`src/rtl/booth_pkg.sv`:
```
// Shared types and defaults for the Booth multiplier arbiter.
package booth_pkg;
  localparam int DEF_N = 8;
  localparam int DEF_TIMEOUT = 64;

  typedef enum logic [1:0] {
    IDLE,
    LAUNCH,
    WAIT,
    RESP
  } state_t;
endpackage

```
`src/rtl/booth_mul_arbiter_if.sv`:
```
// Requester, response and multiplier-side signals of the arbiter.
interface booth_mul_arbiter_if #(
  parameter int N = booth_pkg::DEF_N
);
  logic [1:0]     req;
  logic [N-1:0]   a0;
  logic [N-1:0]   b0;
  logic [N-1:0]   a1;
  logic [N-1:0]   b1;
  logic [1:0]     ack;
  logic [1:0]     rsp_valid;
  logic [1:0]     rsp_ready;
  logic [2*N-1:0] rsp_product;
  logic           rsp_err;
  logic           mul_init;
  logic [N-1:0]   mul_a;
  logic [N-1:0]   mul_b;
  logic           mul_done;
  logic [2*N-1:0] mul_product;
  logic           busy;

  modport slave (
    input  req, a0, b0, a1, b1,
    input  rsp_ready, mul_done, mul_product,
    output ack, rsp_valid, rsp_product,
    output rsp_err, mul_init, mul_a, mul_b,
    output busy
  );

  modport master (
    output req, a0, b0, a1, b1,
    output rsp_ready, mul_done, mul_product,
    input  ack, rsp_valid, rsp_product,
    input  rsp_err, mul_init, mul_a, mul_b,
    input  busy
  );
endinterface

```
`src/rtl/booth_mul_arbiter_rr_pick2.sv`:
```
// Two-way round-robin choice: on a tie the requester
// not served last wins.
module rr_pick2 (
  input  logic [1:0] req,
  input  logic       last,
  output logic       gnt_valid,
  output logic       gnt_id
);
  always_comb begin
    gnt_valid = |req;
    gnt_id = 1'b0;
    unique case (1'b1)
      (req == 2'b11): gnt_id = ~last;
      (req == 2'b10): gnt_id = 1'b1;
      default:        gnt_id = 1'b0;
    endcase
  end
endmodule

```
`src/rtl/booth_mul_arbiter.sv`:
```
// Shares one external Booth multiplier between two
// requesters with round-robin arbitration and timeout.
module booth_mul_arbiter
  import booth_pkg::*;
#(
  parameter int N = DEF_N,
  parameter int TIMEOUT = DEF_TIMEOUT
) (
  input logic                clk,
  input logic                rst,
  booth_mul_arbiter_if.slave bus
);
  localparam int CW = (TIMEOUT > 1) ? $clog2(TIMEOUT) : 1;
  localparam logic [CW-1:0] CMAX = CW'(TIMEOUT - 1);

  state_t         state;
  state_t         state_nx;
  logic           owner;
  logic           last;
  logic           gnt_valid;
  logic           gnt_id;
  logic           expired;
  logic [CW-1:0]  cnt;
  logic [N-1:0]   mul_a_q;
  logic [N-1:0]   mul_b_q;
  logic [2*N-1:0] prod_q;
  logic           err_q;

  rr_pick2 u_pick (
    .req       (bus.req),
    .last      (last),
    .gnt_valid (gnt_valid),
    .gnt_id    (gnt_id)
  );

  assign expired = (cnt == CMAX);

  always_ff @(posedge clk) begin
    if (rst) state <= IDLE;
    else     state <= state_nx;
  end

  always_comb begin
    state_nx = state;
    unique case (state)
      IDLE:   if (gnt_valid) state_nx = LAUNCH;
      LAUNCH: state_nx = WAIT;
      WAIT:   if (bus.mul_done || expired) state_nx = RESP;
      RESP:   if (bus.rsp_ready[owner]) state_nx = IDLE;
      default: state_nx = IDLE;
    endcase
  end

  // ack is Mealy so the grant and operand capture share a cycle
  always_comb begin
    bus.ack = 2'b00;
    bus.rsp_valid = 2'b00;
    bus.mul_init = 1'b0;
    bus.busy = (state != IDLE);
    unique case (state)
      IDLE:   if (gnt_valid && !rst) bus.ack[gnt_id] = 1'b1;
      LAUNCH: bus.mul_init = 1'b1;
      RESP:   bus.rsp_valid[owner] = 1'b1;
      default: ;
    endcase
  end

  always_ff @(posedge clk) begin
    if (rst) begin
      owner <= 1'b0;
      last <= 1'b1;
      cnt <= '0;
      mul_a_q <= '0;
      mul_b_q <= '0;
      prod_q <= '0;
      err_q <= 1'b0;
    end else begin
      unique case (state)
        IDLE: if (gnt_valid) begin
          owner <= gnt_id;
          mul_a_q <= gnt_id ? bus.a1 : bus.a0;
          mul_b_q <= gnt_id ? bus.b1 : bus.b0;
        end
        LAUNCH: cnt <= '0;
        WAIT: begin
          if (bus.mul_done) begin
            prod_q <= bus.mul_product;
            err_q <= 1'b0;
          end else if (expired) begin
            prod_q <= '0;
            err_q <= 1'b1;
          end else begin
            cnt <= cnt + 1'b1;
          end
        end
        RESP: if (bus.rsp_ready[owner]) last <= owner;
        default: ;
      endcase
    end
  end

  assign bus.mul_a = mul_a_q;
  assign bus.mul_b = mul_b_q;
  assign bus.rsp_product = prod_q;
  assign bus.rsp_err = err_q;
endmodule

```
`src/flat_wrapper.sv`:
```
// flat-port wrapper written by rule: the top's interface ports become plain ports
module booth_mul_arbiter_flat import booth_pkg::*;
#(
  parameter int N = DEF_N,
  parameter int TIMEOUT = DEF_TIMEOUT
)
  (clk, rst, bus_req, bus_a0, bus_b0, bus_a1, bus_b1, bus_rsp_ready, bus_mul_done, bus_mul_product, bus_ack, bus_rsp_valid, bus_rsp_product, bus_rsp_err, bus_mul_init, bus_mul_a, bus_mul_b, bus_busy);
  booth_mul_arbiter_if #(.N(N)) bus_i ();
  input logic clk;
  input logic rst;
  input wire logic [$bits(bus_i.req)-1:0] bus_req;
  input wire logic [$bits(bus_i.a0)-1:0] bus_a0;
  input wire logic [$bits(bus_i.b0)-1:0] bus_b0;
  input wire logic [$bits(bus_i.a1)-1:0] bus_a1;
  input wire logic [$bits(bus_i.b1)-1:0] bus_b1;
  input wire logic [$bits(bus_i.rsp_ready)-1:0] bus_rsp_ready;
  input wire logic [$bits(bus_i.mul_done)-1:0] bus_mul_done;
  input wire logic [$bits(bus_i.mul_product)-1:0] bus_mul_product;
  output wire logic [$bits(bus_i.ack)-1:0] bus_ack;
  output wire logic [$bits(bus_i.rsp_valid)-1:0] bus_rsp_valid;
  output wire logic [$bits(bus_i.rsp_product)-1:0] bus_rsp_product;
  output wire logic [$bits(bus_i.rsp_err)-1:0] bus_rsp_err;
  output wire logic [$bits(bus_i.mul_init)-1:0] bus_mul_init;
  output wire logic [$bits(bus_i.mul_a)-1:0] bus_mul_a;
  output wire logic [$bits(bus_i.mul_b)-1:0] bus_mul_b;
  output wire logic [$bits(bus_i.busy)-1:0] bus_busy;
  assign bus_i.req = bus_req;
  assign bus_i.a0 = bus_a0;
  assign bus_i.b0 = bus_b0;
  assign bus_i.a1 = bus_a1;
  assign bus_i.b1 = bus_b1;
  assign bus_i.rsp_ready = bus_rsp_ready;
  assign bus_i.mul_done = bus_mul_done;
  assign bus_i.mul_product = bus_mul_product;
  assign bus_ack = bus_i.ack;
  assign bus_rsp_valid = bus_i.rsp_valid;
  assign bus_rsp_product = bus_i.rsp_product;
  assign bus_rsp_err = bus_i.rsp_err;
  assign bus_mul_init = bus_i.mul_init;
  assign bus_mul_a = bus_i.mul_a;
  assign bus_mul_b = bus_i.mul_b;
  assign bus_busy = bus_i.busy;
  booth_mul_arbiter #(.N(N), .TIMEOUT(TIMEOUT)) u_core (.clk(clk), .rst(rst), .bus(bus_i));
endmodule
```
`config.mk`:
```
export PLATFORM = sky130hd
export DESIGN_NAME = booth_mul_arbiter_flat
export DESIGN_NICKNAME = d
export VERILOG_FILES = /design/src/rtl/booth_pkg.sv /design/src/rtl/booth_mul_arbiter_if.sv /design/src/rtl/booth_mul_arbiter_rr_pick2.sv /design/src/rtl/booth_mul_arbiter.sv /design/src/flat_wrapper.sv
export SDC_FILE = /design/constraint.sdc
export NUM_CORES = 1
export LEC_CHECK = 0
export BUFFER_PORTS_ARGS = -buffer_cell sky130_fd_sc_hd__buf_4
export CAP_MARGIN = 20
export CORE_UTILIZATION = 41
export CTS_CLUSTER_DIAMETER = 80
export DETAILED_ROUTE_END_ITERATION = 10
export HOLD_SLACK_MARGIN = 0.12
export PLACE_DENSITY = 0.75
export SLEW_MARGIN = 25
export SYNTH_ARGS = -nofsm -noshare
export SYNTH_HDL_FRONTEND = slang
export SYNTH_SLANG_ARGS = --single-unit
```
`constraint.sdc`:
```
create_clock -name clk -period 1.62 [get_ports clk]
set_clock_uncertainty 0.1 [all_clocks]
set_input_delay 0.324 -clock clk [delete_from_list [all_inputs] [get_ports clk]]
set_output_delay 0.324 -clock clk [all_outputs]
set_load 0.005 [all_outputs]
```
==> impl_results.md, run 1 <==
* Number of iterations in the first detailed-routing pass at 4
* Clock insertion delay at the later pin of the skew report at 0.30 ns
* Height of the chip at 70.31 um
* Utilization after layout at 65.73%
* CP Class: reg -> out
* RSZ-0062 raised after global routing: true
* Max stage delay on crit path at 0.36 ns
* Library cell with the highest instance count after synthesis: sky130_fd_sc_hd__dfxtp_1
* Leftover overflow at the end of global routing at 0
* Fin. max-slew vios at 0
* Max Fanout on Critical Path at 5
* TritonCTS clock tree: yes
* Vias at 1757
* Max-cap check violation count at 0
* Antenna diode count at 0
* Number of buffers inserted by port buffering at 93
* Total length of routed wires at 4542 um
* NumNets Final at 347
* Total of endpoints with negative setup slack in the final report at 4
* Most common library cells after synthesis: 43 x sky130_fd_sc_hd__dfxtp_1, 21 x sky130_fd_sc_hd__nor2_1, 17 x sky130_fd_sc_hd__a22o_1, 17 x sky130_fd_sc_hd__mux2i_1, 15 x sky130_fd_sc_hd__a211oi_1
* Maximum resistive drop on vdd at 0.7433 mV
* Row Count at 24
* Count of non-filler cells in the finished layout at 340
* Clock Root Buffer: sky130_fd_sc_hd__clkbuf_8
* Post-detailed-placement cell area at 2684 sq um
* Finished Cell Area at 2902 sq um
* Main flop type after synthesis: sky130_fd_sc_hd__dfxtp_1
* Result of the run: finished, violations left
* Final worst setup slack at -0.05687 ns
* Period Utilization, post-route at 103.5%
* Violated checks: setup timing
* Worst min-delay path class: in -> reg
* Die Outline Area at 4944 sq um
* Crit path cell chain: inv_4 > ha_4 > o21ai_2 > nor3_1 > buf_4
* Number of placed instances, taps included at 328
* Fin crit period at 1.677 ns
* Async set or reset register ratio after synthesis at 0%
* Highest attainable clock frequency at 0.5963 GHz
* Setup crit start kind: register
* Initial cell density of the core at 43.34%
* Mean cell area of the mapped netlist at 10.34 sq um
* DP HPWL at 3430 um
* DRC violations left at 0
* Required time of the critical path at 1.20 ns
* Hold-fix buffer count after cts at 0
* Category of cells accounting for the largest share of critical-path delay: flip-flops
* Area of the core at 4414 sq um
* Floorplan die width at 70.31 um
* DRC violation total after the first TritonRoute iteration at 34
* Number of flops mapped to enable cells by yosys at 0
* Number of buffers added by the clock tree synthesis step at 5
* Static Leak at 1.326 nW
* Library cells used by synthesis at 42
* Clock-pin slew of the registers on the worst-case setup and hold paths at 0.08 ns
* Depth of the CTS H-tree at 2
* ANT nets after route at 0
* Vias in the first global route at 1695
* Io pins at 94
* Gpl congestion at 0.8230
* Largest net degree at the start of global routing at 33
* Wirelength per Cell at 13.36 um
* Syn Inst Count at 185
* Synth top area share at 45.00%
* Overall Global Routing Usage at 18.49%
* Initial antenna violation count at 0
* Critical path arrival at 1.25 ns
* Cell type with the highest aggregate area in the netlist: sky130_fd_sc_hd__dfxtp_1
* Worst Max-Slew Pin Slew at 0.3124 ns
* CP max-delay cell: sky130_fd_sc_hd__dfxtp_4
* First-pass GRT wire length at 7245 um
* Main area contributors after synthesis: sky130_fd_sc_hd__dfxtp_1 45%, sky130_fd_sc_hd__mux2i_1 8.9%, sky130_fd_sc_hd__a22o_1 7.8%, sky130_fd_sc_hd__a211oi_1 5.9%, sky130_fd_sc_hd__nor2_1 4.1%
* Max transition margin at 79.18%
* Net count of the mapped netlist at 245
* Post-synthesis sequential element count at 43
* Area added between synthesis and finish at 51.67%
* Worst path bufs/invs at 2
* Total power divided by cell area at 1409 nW/um^2
* Layout cell share with drive strength beyond 1 at 48.96%
* Fin. Hold Viols at 0
* Critical Path Sink Type: output pin
* Number of synthesis warnings at 0
* Sinks on the clock net at 43
* Post-synthesis instance area at 1913 sq um
* Via count normalized by instance count at 5.168
* Buffer depth of the longest clock path at 2
* Sequential share of the synthesized area at 45.00%
-- registers in the layout, indices dropped and copies added, names as in the netlist --
signal / count
u_core.last: 1
u_core.owner: 1
u_core.cnt: 6
u_core.bus.rsp_product: 16
u_core.bus.mul_a: 8
u_core.bus.mul_b: 8
u_core.state: 2
u_core.bus.rsp_err: 1
-- power by group --
group	internal [W]	leakage (nW)	total (W)	switching [W]
combinational	0.000912	0.908	0.00164	0.000729
sequential	0.00131	0.353	0.00146	0.000151
clock	0.000616	0.0654	0.000982	0.000366
total	0.00284	1.33	0.00409	0.00125
-- cells in the final DEF (no fill, tap or decap), drive strengths merged --
master	synthesis	routed
a2111oi	1	1
a211oi	17	17
a21boi	1	1
a21o	3	3
a21oi	9	9
a221oi	1	1
a22o	17	17
a31o	2	2
and2	1	1
and2b	1	1
and3	2	2
buf	10	107
bufinv	0	2
clkbuf	2	6
dfxtp	43	43
ha	5	5
inv	4	4
mux2	1	1
mux2i	17	17
nand2	6	6
nand2b	1	1
nand3	5	5
nand4	1	1
nor2	22	22
nor2b	2	2
nor3	1	1
nor3b	1	1
o211ai	1	1
o21ai	4	4
o21bai	1	1
or2	1	1
or3	2	2
-- through the flow --
| stage | setup WS [ns] | power [W] | TNS [ns] | hold WS (ns) |
|---|---|---|---|---|
| 5_1_grt | -0.1113 | 0.004332 | -0.6730 | 0.1283 |
| 3_3_place_gp | -0.06797 | 0.002956 | -1.064 | 0.3586 |
| 4_1_cts | -0.06860 | 0.004056 | -0.2333 | 0.1253 |
| 2_1_floorplan | 0.02407 | 0.002284 | 0 | 0.3196 |
| 3_5_place_dp | -0.1370 | 0.002992 | -2.000 | 0.3567 |
| 6_report | -0.05687 | 0.004087 | -0.1664 | 0.1336 |
-- cell type report --
type / count / area (sq um)
clock buffers: 6 / 72.57
clock inverters: 2 / 60.06
fillers: 371 / 1513
inverters: 4 / 17.52
multi-input cells: 126 / 979.7
flip-flops and latches: 43 / 865.8
well taps: 52 / 65.06
repair buffers: 107 / 840.8
-- final timing paths --
path / startpoint / to / slack [ns] / cells past startpoint
worst min-delay path: bus_mul_product[15] / u_core.bus.rsp_product[15] / 0.13 / 2
worst min register to register: u_core.bus.rsp_product[3] / u_core.bus.rsp_product[3] / 0.38 / 1
worst max-delay path: u_core.state[1] / bus_ack[0] / -0.06 / 5
worst max register to register: u_core.state[0] / u_core.cnt[0] / 0 / 6
-- per-layer routing --
| layer | GRT usage [%] | vias up | share of wire, % |
|---|---|---|---|
| met5 | 0 | - | 0 |
| met4 | 7.333 | 0 | 1.5 |
| met3 | 6.494 | 6 | 7.8 |
| met2 | 32.80 | 68 | 51 |
| met1 | 19.82 | 801 | 40 |
| li1 | - | 882 | - |
-- timing repair --
item | CTS | global route
cloned | 0 | 0
pin swaps | 3 | 5
resized for setup | 11 | 6
endpoints found under the setup margin | 26 | 13
buffers inserted | 2 | 2
-- logic make-up (layout without fill, tap and decap cells) --
| logic type | count (synthesis) | count (layout) | synth area share, % |
|---|---|---|---|
| multiplexers | 18 | 18 | 9.679 |
| AND/OR/NAND/NOR | 46 | 46 | 12.62 |
| AO/OA/AOI/OAI | 57 | 57 | 23.81 |
| buffers and inverters | 16 | 119 | 5.624 |
| adder cells (fa/ha/maj) | 5 | 5 | 3.270 |
| flip-flops | 43 | 43 | 45.00 |
(Power assumes the default switching activity.)
==> run 2, diff against run 1 <==
CELL_PAD_IN_SITES_DETAIL_PLACEMENT = 0   (was default)
CELL_PAD_IN_SITES_GLOBAL_PLACEMENT = 1   (was default)
CORE_UTILIZATION = 30   (was 41)
PLACE_DENSITY = default   (was 0.75)
PLACE_DENSITY_LB_ADDON = 0.1   (was default)
==> impl_results.md, run 2 (synthesized netlist as in run 1, its figures left out) <==
* NumNets Final at 355
* Max transition margin at 79.15%
* Worst min-delay path class: in -> reg
* Antenna diode count at 0
* Overall Global Routing Usage at 14.99%
* Row Count at 28
* Depth of the CTS H-tree at 2
* Worst setup startpoint: u_core.state[1]
* Fill cell total of the finished layout at 587
* DRC violations left at 0
* Result of the run: finished, violations left
* Total power of the final layout at 0.004222 W
* Vias at 1761
* Violated checks: setup timing
* Max stage delay on crit path at 0.37 ns
* Crit path cell chain: inv_2 > ha_4 > buf_6 > and3_4 > buf_6
* Clock-pin slew of the registers on the worst-case setup and hold paths at 0.09 ns
* Total length of routed wires at 5028 um
* Maximum resistive drop on vdd at 0.6483 mV
* Worst path bufs/invs at 3
* Area of the core at 6026 sq um
* Register-to-Register Setup Slack at -0.02 ns
* Die Outline Area at 6700 sq um
* Worst reg2reg path endpoint: u_core.cnt[0]
* Leftover overflow at the end of global routing at 0
* CP max-delay cell: sky130_fd_sc_hd__dfxtp_2
* Setup crit start kind: register
* Clock Root Buffer: sky130_fd_sc_hd__clkbuf_8
* ANT nets after route at 0
* Fin crit period at 1.678 ns
* Fin. Hold Viols at 0
* Number of buffers inserted by port buffering at 93
* Buffer depth of the longest clock path at 2
* Layout cell share with drive strength beyond 1 at 52.03%
* DP HPWL at 3524 um
* Number of placed instances, taps included at 352
* Critical path arrival at 1.25 ns
* Reg-to-reg critical path startpoint: u_core.state[0]
* Count of non-filler cells in the finished layout at 371
* CP Class: reg -> out
* TritonCTS clock tree: yes
* Gpl congestion at 0.7009
* DRC violation total after the first TritonRoute iteration at 40
* Total power divided by cell area at 1387 nW/um^2
* Vias in the first global route at 1682
* Floorplan die width at 81.86 um
* Worst Max-Slew Pin Slew at 0.3127 ns
* Utilization after layout at 50.52%
* Sinks on the clock net at 43
* Category of cells accounting for the largest share of critical-path delay: flip-flops
* Initial antenna violation count at 0
* Via count normalized by instance count at 4.747
* Number of flip-flops in the largest register at 16
* End of the critical path: bus_ack[1]
* Required time of the critical path at 1.20 ns
* Number of cells on the critical path at 5
* Area added between synthesis and finish at 59.12%
* Path depth of the worst reg2reg path at 6
* Max Fanout on Critical Path at 3
* Number of iterations in the first detailed-routing pass at 4
* Most frequent standard cell in the layout excluding fill and tap cells: sky130_fd_sc_hd__buf_4
* Io pins at 94
* Max-cap check violation count at 0
* Top library cells by usage in the layout, fill and taps aside: 107 x sky130_fd_sc_hd__buf_4, 41 x sky130_fd_sc_hd__dfxtp_1, 21 x sky130_fd_sc_hd__nor2_1, 17 x sky130_fd_sc_hd__mux2i_1, 17 x sky130_fd_sc_hd__a22o_1
* Crit-path most repeated cell: sky130_fd_sc_hd__buf_6
* Final worst setup slack at -0.05787 ns
* Largest net degree at the start of global routing at 33
* Fin. max-slew vios at 0
* Critical Path Sink Type: output pin
* Total of endpoints with negative setup slack in the final report at 7
* RSZ-0062 raised after global routing: true
* Number of buffers added by the clock tree synthesis step at 5
* Height of the chip at 81.86 um
* Clock insertion delay at the later pin of the skew report at 0.29 ns
* Static Leak at 1.371 nW
* Wirelength per Cell at 13.55 um
* Highest attainable clock frequency at 0.5960 GHz
* First-pass GRT wire length at 7645 um
* Initial cell density of the core at 31.75%
* Period Utilization, post-route at 103.6%
-- run 2: area by class of cell --
| cell class | count | area, sq um | area share [%] |
|---|---|---|---|
| Inverter | 4 | 17.52 | 0.5754 |
| Timing Repair Buffer | 115 | 932.1 | 30.62 |
| Sequential cell | 43 | 863.3 | 28.36 |
| Multi-Input combinational cell | 126 | 1025 | 33.66 |
| Clock inverter | 3 | 43.79 | 1.439 |
| Clock buffer | 5 | 68.82 | 2.261 |
| Tap cell | 75 | 93.84 | 3.083 |
-- run 2: repair_timing --
action                                  in CTS  in global routing
gates cloned                                 0                  1
resized for setup                           16                 11
hold endpoints to repair                     1                  0
pin swaps                                    3                  7
hold buffers                                 1                  0
endpoints found under the setup margin      26                 40
buffers inserted                             5                  4
-- run 2: layer usage --
metal | routed length, um | part of all wire [%] | vias up | GRT usage (%)
li1 | - | - | 895 | -
met1 | 2191 | 44 | 804 | 18.32
met2 | 2429 | 48 | 58 | 24.55
met3 | 369 | 7.3 | 4 | 4.889
met4 | 38 | 0.76 | 0 | 5.088
met5 | 0 | 0 | - | 0
-- run 2: report_power, final --
group          internal, W  switching (W)
clock network     0.000459       0.000382
registers          0.00131       0.000151
logic              0.00108       0.000843
-- run 2: worst min-delay path by stage --
| stage | cells past startpoint | slack [ns] | endpoint | start |
|---|---|---|---|---|
| after floorplan | 1 | 0.32 | u_core.bus.rsp_err | bus_mul_done |
| after global placement | 1 | 0.36 | u_core.bus.rsp_product[4] | u_core.bus.rsp_product[4] |
| after detailed placement | 1 | 0.36 | u_core.bus.rsp_product[1] | u_core.bus.rsp_product[1] |
| after CTS | 2 | 0.13 | u_core.bus.rsp_product[8] | bus_mul_product[8] |
| after global routing | 2 | 0.12 | u_core.bus.rsp_product[8] | bus_mul_product[8] |
| final | 2 | 0.14 | u_core.bus.rsp_product[14] | bus_mul_product[14] |
-- run 2: stage by stage --
step           hold WS, ns  setup slack, ns  instance area, sq um  TNS, ns
2_1_floorplan       0.3196          0.02407                  1913        0
3_3_place_gp        0.3573         -0.07835                  2720   -1.295
3_5_place_dp        0.3566         -0.09941                  2720   -1.508
4_1_cts             0.1318         -0.06052                  2939  -0.1510
5_1_grt             0.1219          -0.1032                  3044  -0.6782
6_report            0.1373         -0.05787                  3044  -0.1621
==> run 3, diff against run 2 <==
CELL_PAD_IN_SITES_GLOBAL_PLACEMENT = 2   (was 1)
CORE_UTILIZATION = 23   (was 30)
==> impl_results.md, run 3 (synthesized netlist as in run 1, its figures left out) <==
* Largest net degree at the start of global routing at 33
* Leftover overflow at the end of global routing at 0
* Vias in the first global route at 1639
* Max-cap check violation count at 0
* Worst min-delay path class: in -> reg
* Max transition margin at 71.45%
* Top library cells by usage in the layout, fill and taps aside: 107 x sky130_fd_sc_hd__buf_4, 41 x sky130_fd_sc_hd__dfxtp_1, 21 x sky130_fd_sc_hd__nor2_1, 17 x sky130_fd_sc_hd__mux2i_1, 17 x sky130_fd_sc_hd__a22o_1
* Finished Cell Area at 3146 sq um
* Count of non-filler cells in the finished layout at 398
* CP Class: reg -> out
* GRT busiest layer: met2
* Layout cell share with drive strength beyond 1 at 53.04%
* Met2 GRT Util at 18.75%
* GR Util met3 at 5.203%
* Clock Root Buffer: sky130_fd_sc_hd__clkbuf_8
* DP HPWL at 3768 um
* Maximum resistive drop on vdd at 0.5583 mV
* Fin crit period at 1.730 ns
* Total of endpoints with negative setup slack in the final report at 10
* Wirelength per Cell at 13.67 um
* ANT nets after route at 0
* Clock-pin slew of the registers on the worst-case setup and hold paths at 0.09 ns
* Area of the core at 7888 sq um
* Fill cell total of the finished layout at 783
* Critical Path Sink Type: output pin
* NumNets Final at 355
* Result of the run: finished, violations left
* RSZ-0062 raised after global routing: true
* Worst Max-Slew Pin Slew at 0.4274 ns
* Clock insertion delay at the later pin of the skew report at 0.30 ns
* Most frequent standard cell in the layout excluding fill and tap cells: sky130_fd_sc_hd__buf_4
* Fin. max-slew vios at 0
* Number of placed instances, taps included at 383
* Total length of routed wires at 5441 um
* Via count normalized by instance count at 4.462
* Row Count at 32
* Period Utilization, post-route at 106.8%
* Setup crit start kind: register
* Overall Global Routing Usage at 11.67%
* Floorplan die width at 93.20 um
* Height of the chip at 93.20 um
* TritonCTS clock tree: yes
* Required time of the critical path at 1.20 ns
* Max Fanout on Critical Path at 5
* DRC violations left at 0
* Initial cell density of the core at 24.25%
* Number of buffers inserted by port buffering at 93
* Die Outline Area at 8686 sq um
* Violated checks: setup timing
* Static Leak at 1.400 nW
* Number of flip-flops in the largest register at 16
* Final worst setup slack at -0.1103 ns
* Fin. Hold Viols at 0
* Total power divided by cell area at 1423 nW/um^2
* Sinks on the clock net at 43
* Vias at 1776
* Buffer depth of the longest clock path at 2
* Antenna diode count at 0
* Gpl congestion at 0.7200
* Depth of the CTS H-tree at 2
* Number of iterations in the first detailed-routing pass at 4
* Post-detailed-placement cell area at 2796 sq um
* Highest attainable clock frequency at 0.5779 GHz
* Critical path arrival at 1.31 ns
* Number of buffers added by the clock tree synthesis step at 5
* Area added between synthesis and finish at 64.42%
* Initial antenna violation count at 0
* DRC violation total after the first TritonRoute iteration at 40
* Register-to-Register Setup Slack at -0.05 ns
* Io pins at 94
* First-pass GRT wire length at 7859 um
* Fraction of met1 tracks used by global routing at 14.13%
[run 3: cell count changes in the layout (fill, tap and decap cells not counted), sizes merged]
cell         before  now
clkbuf            6    7
dlygate4sd3       1    0
bufinv            1    2
clkinv            2    0
clkinvlp          0    1
[run 3: area by class of cell]
type / instances / area [sq um] / area share, %
clock buffer: 5 / 68.82 / 2.188
clock inverter: 3 / 67.56 / 2.148
inverter: 4 / 17.52 / 0.5569
multi-input combinational: 126 / 1051 / 33.41
sequential: 43 / 865.8 / 27.53
tap: 102 / 127.6 / 4.057
timing repair buffer: 115 / 947.2 / 30.11
[run 3: worst max-delay path, stage by stage (launching register included)]
cell                      delay (ns)
sky130_fd_sc_hd__dfxtp_2        0.33
sky130_fd_sc_hd__buf_4          0.13
sky130_fd_sc_hd__buf_6          0.11
sky130_fd_sc_hd__ha_4           0.16
sky130_fd_sc_hd__and2_4         0.15
sky130_fd_sc_hd__buf_4          0.12
[run 3: final timing paths]
path | from | endpoint | depth (start not counted)
worst max-delay path | u_core.state[0] | bus_rsp_valid[1] | 5
worst min-delay path | bus_mul_product[8] | u_core.bus.rsp_product[8] | 2
worst min register to register | u_core.bus.rsp_product[10] | u_core.bus.rsp_product[10] | 1
worst max register to register | u_core.state[0] | u_core.cnt[0] | 7
[run 3: through the flow]
step	util (%)	hold slack, ns	power, W	setup TNS, ns	worst slack [ns]
after CTS	37.75	0.1288	0.004153	-0.8154	-0.1424
after detailed placement	35.45	0.3563	0.003020	-1.364	-0.08079
after global routing	39.88	0.1257	0.004771	-1.835	-0.1936
after floorplan	-	0.3196	0.002284	0	0.02407
final	39.88	0.1344	0.004477	-0.5858	-0.1103
after global placement	35.45	0.3596	0.003027	-0.9124	-0.05745
[run 3: timing repair]
action	in CTS	in global routing
setup endpoints to repair	31	39
cloned	0	2
buffers inserted	1	4
pin swaps	2	14
hold buffers	0	0
resized for setup	13	19
[run 3: power by group]
group / switching [W] / internal, W
Sequential: 0.000158 / 0.00131
Clock: 0.000398 / 0.000615
Combinational: 0.000872 / 0.00112
Total: 0.00143 / 0.00305
[run 3: per-layer routing]
layer / share of wire [%] / up-vias / routed length [um]
met3: 7.3 / 4 / 395
met4: 0.96 / 0 / 52
li1: - / 900 / -
met5: 0 / - / 0
met1: 42 / 815 / 2299
met2: 50 / 57 / 2694
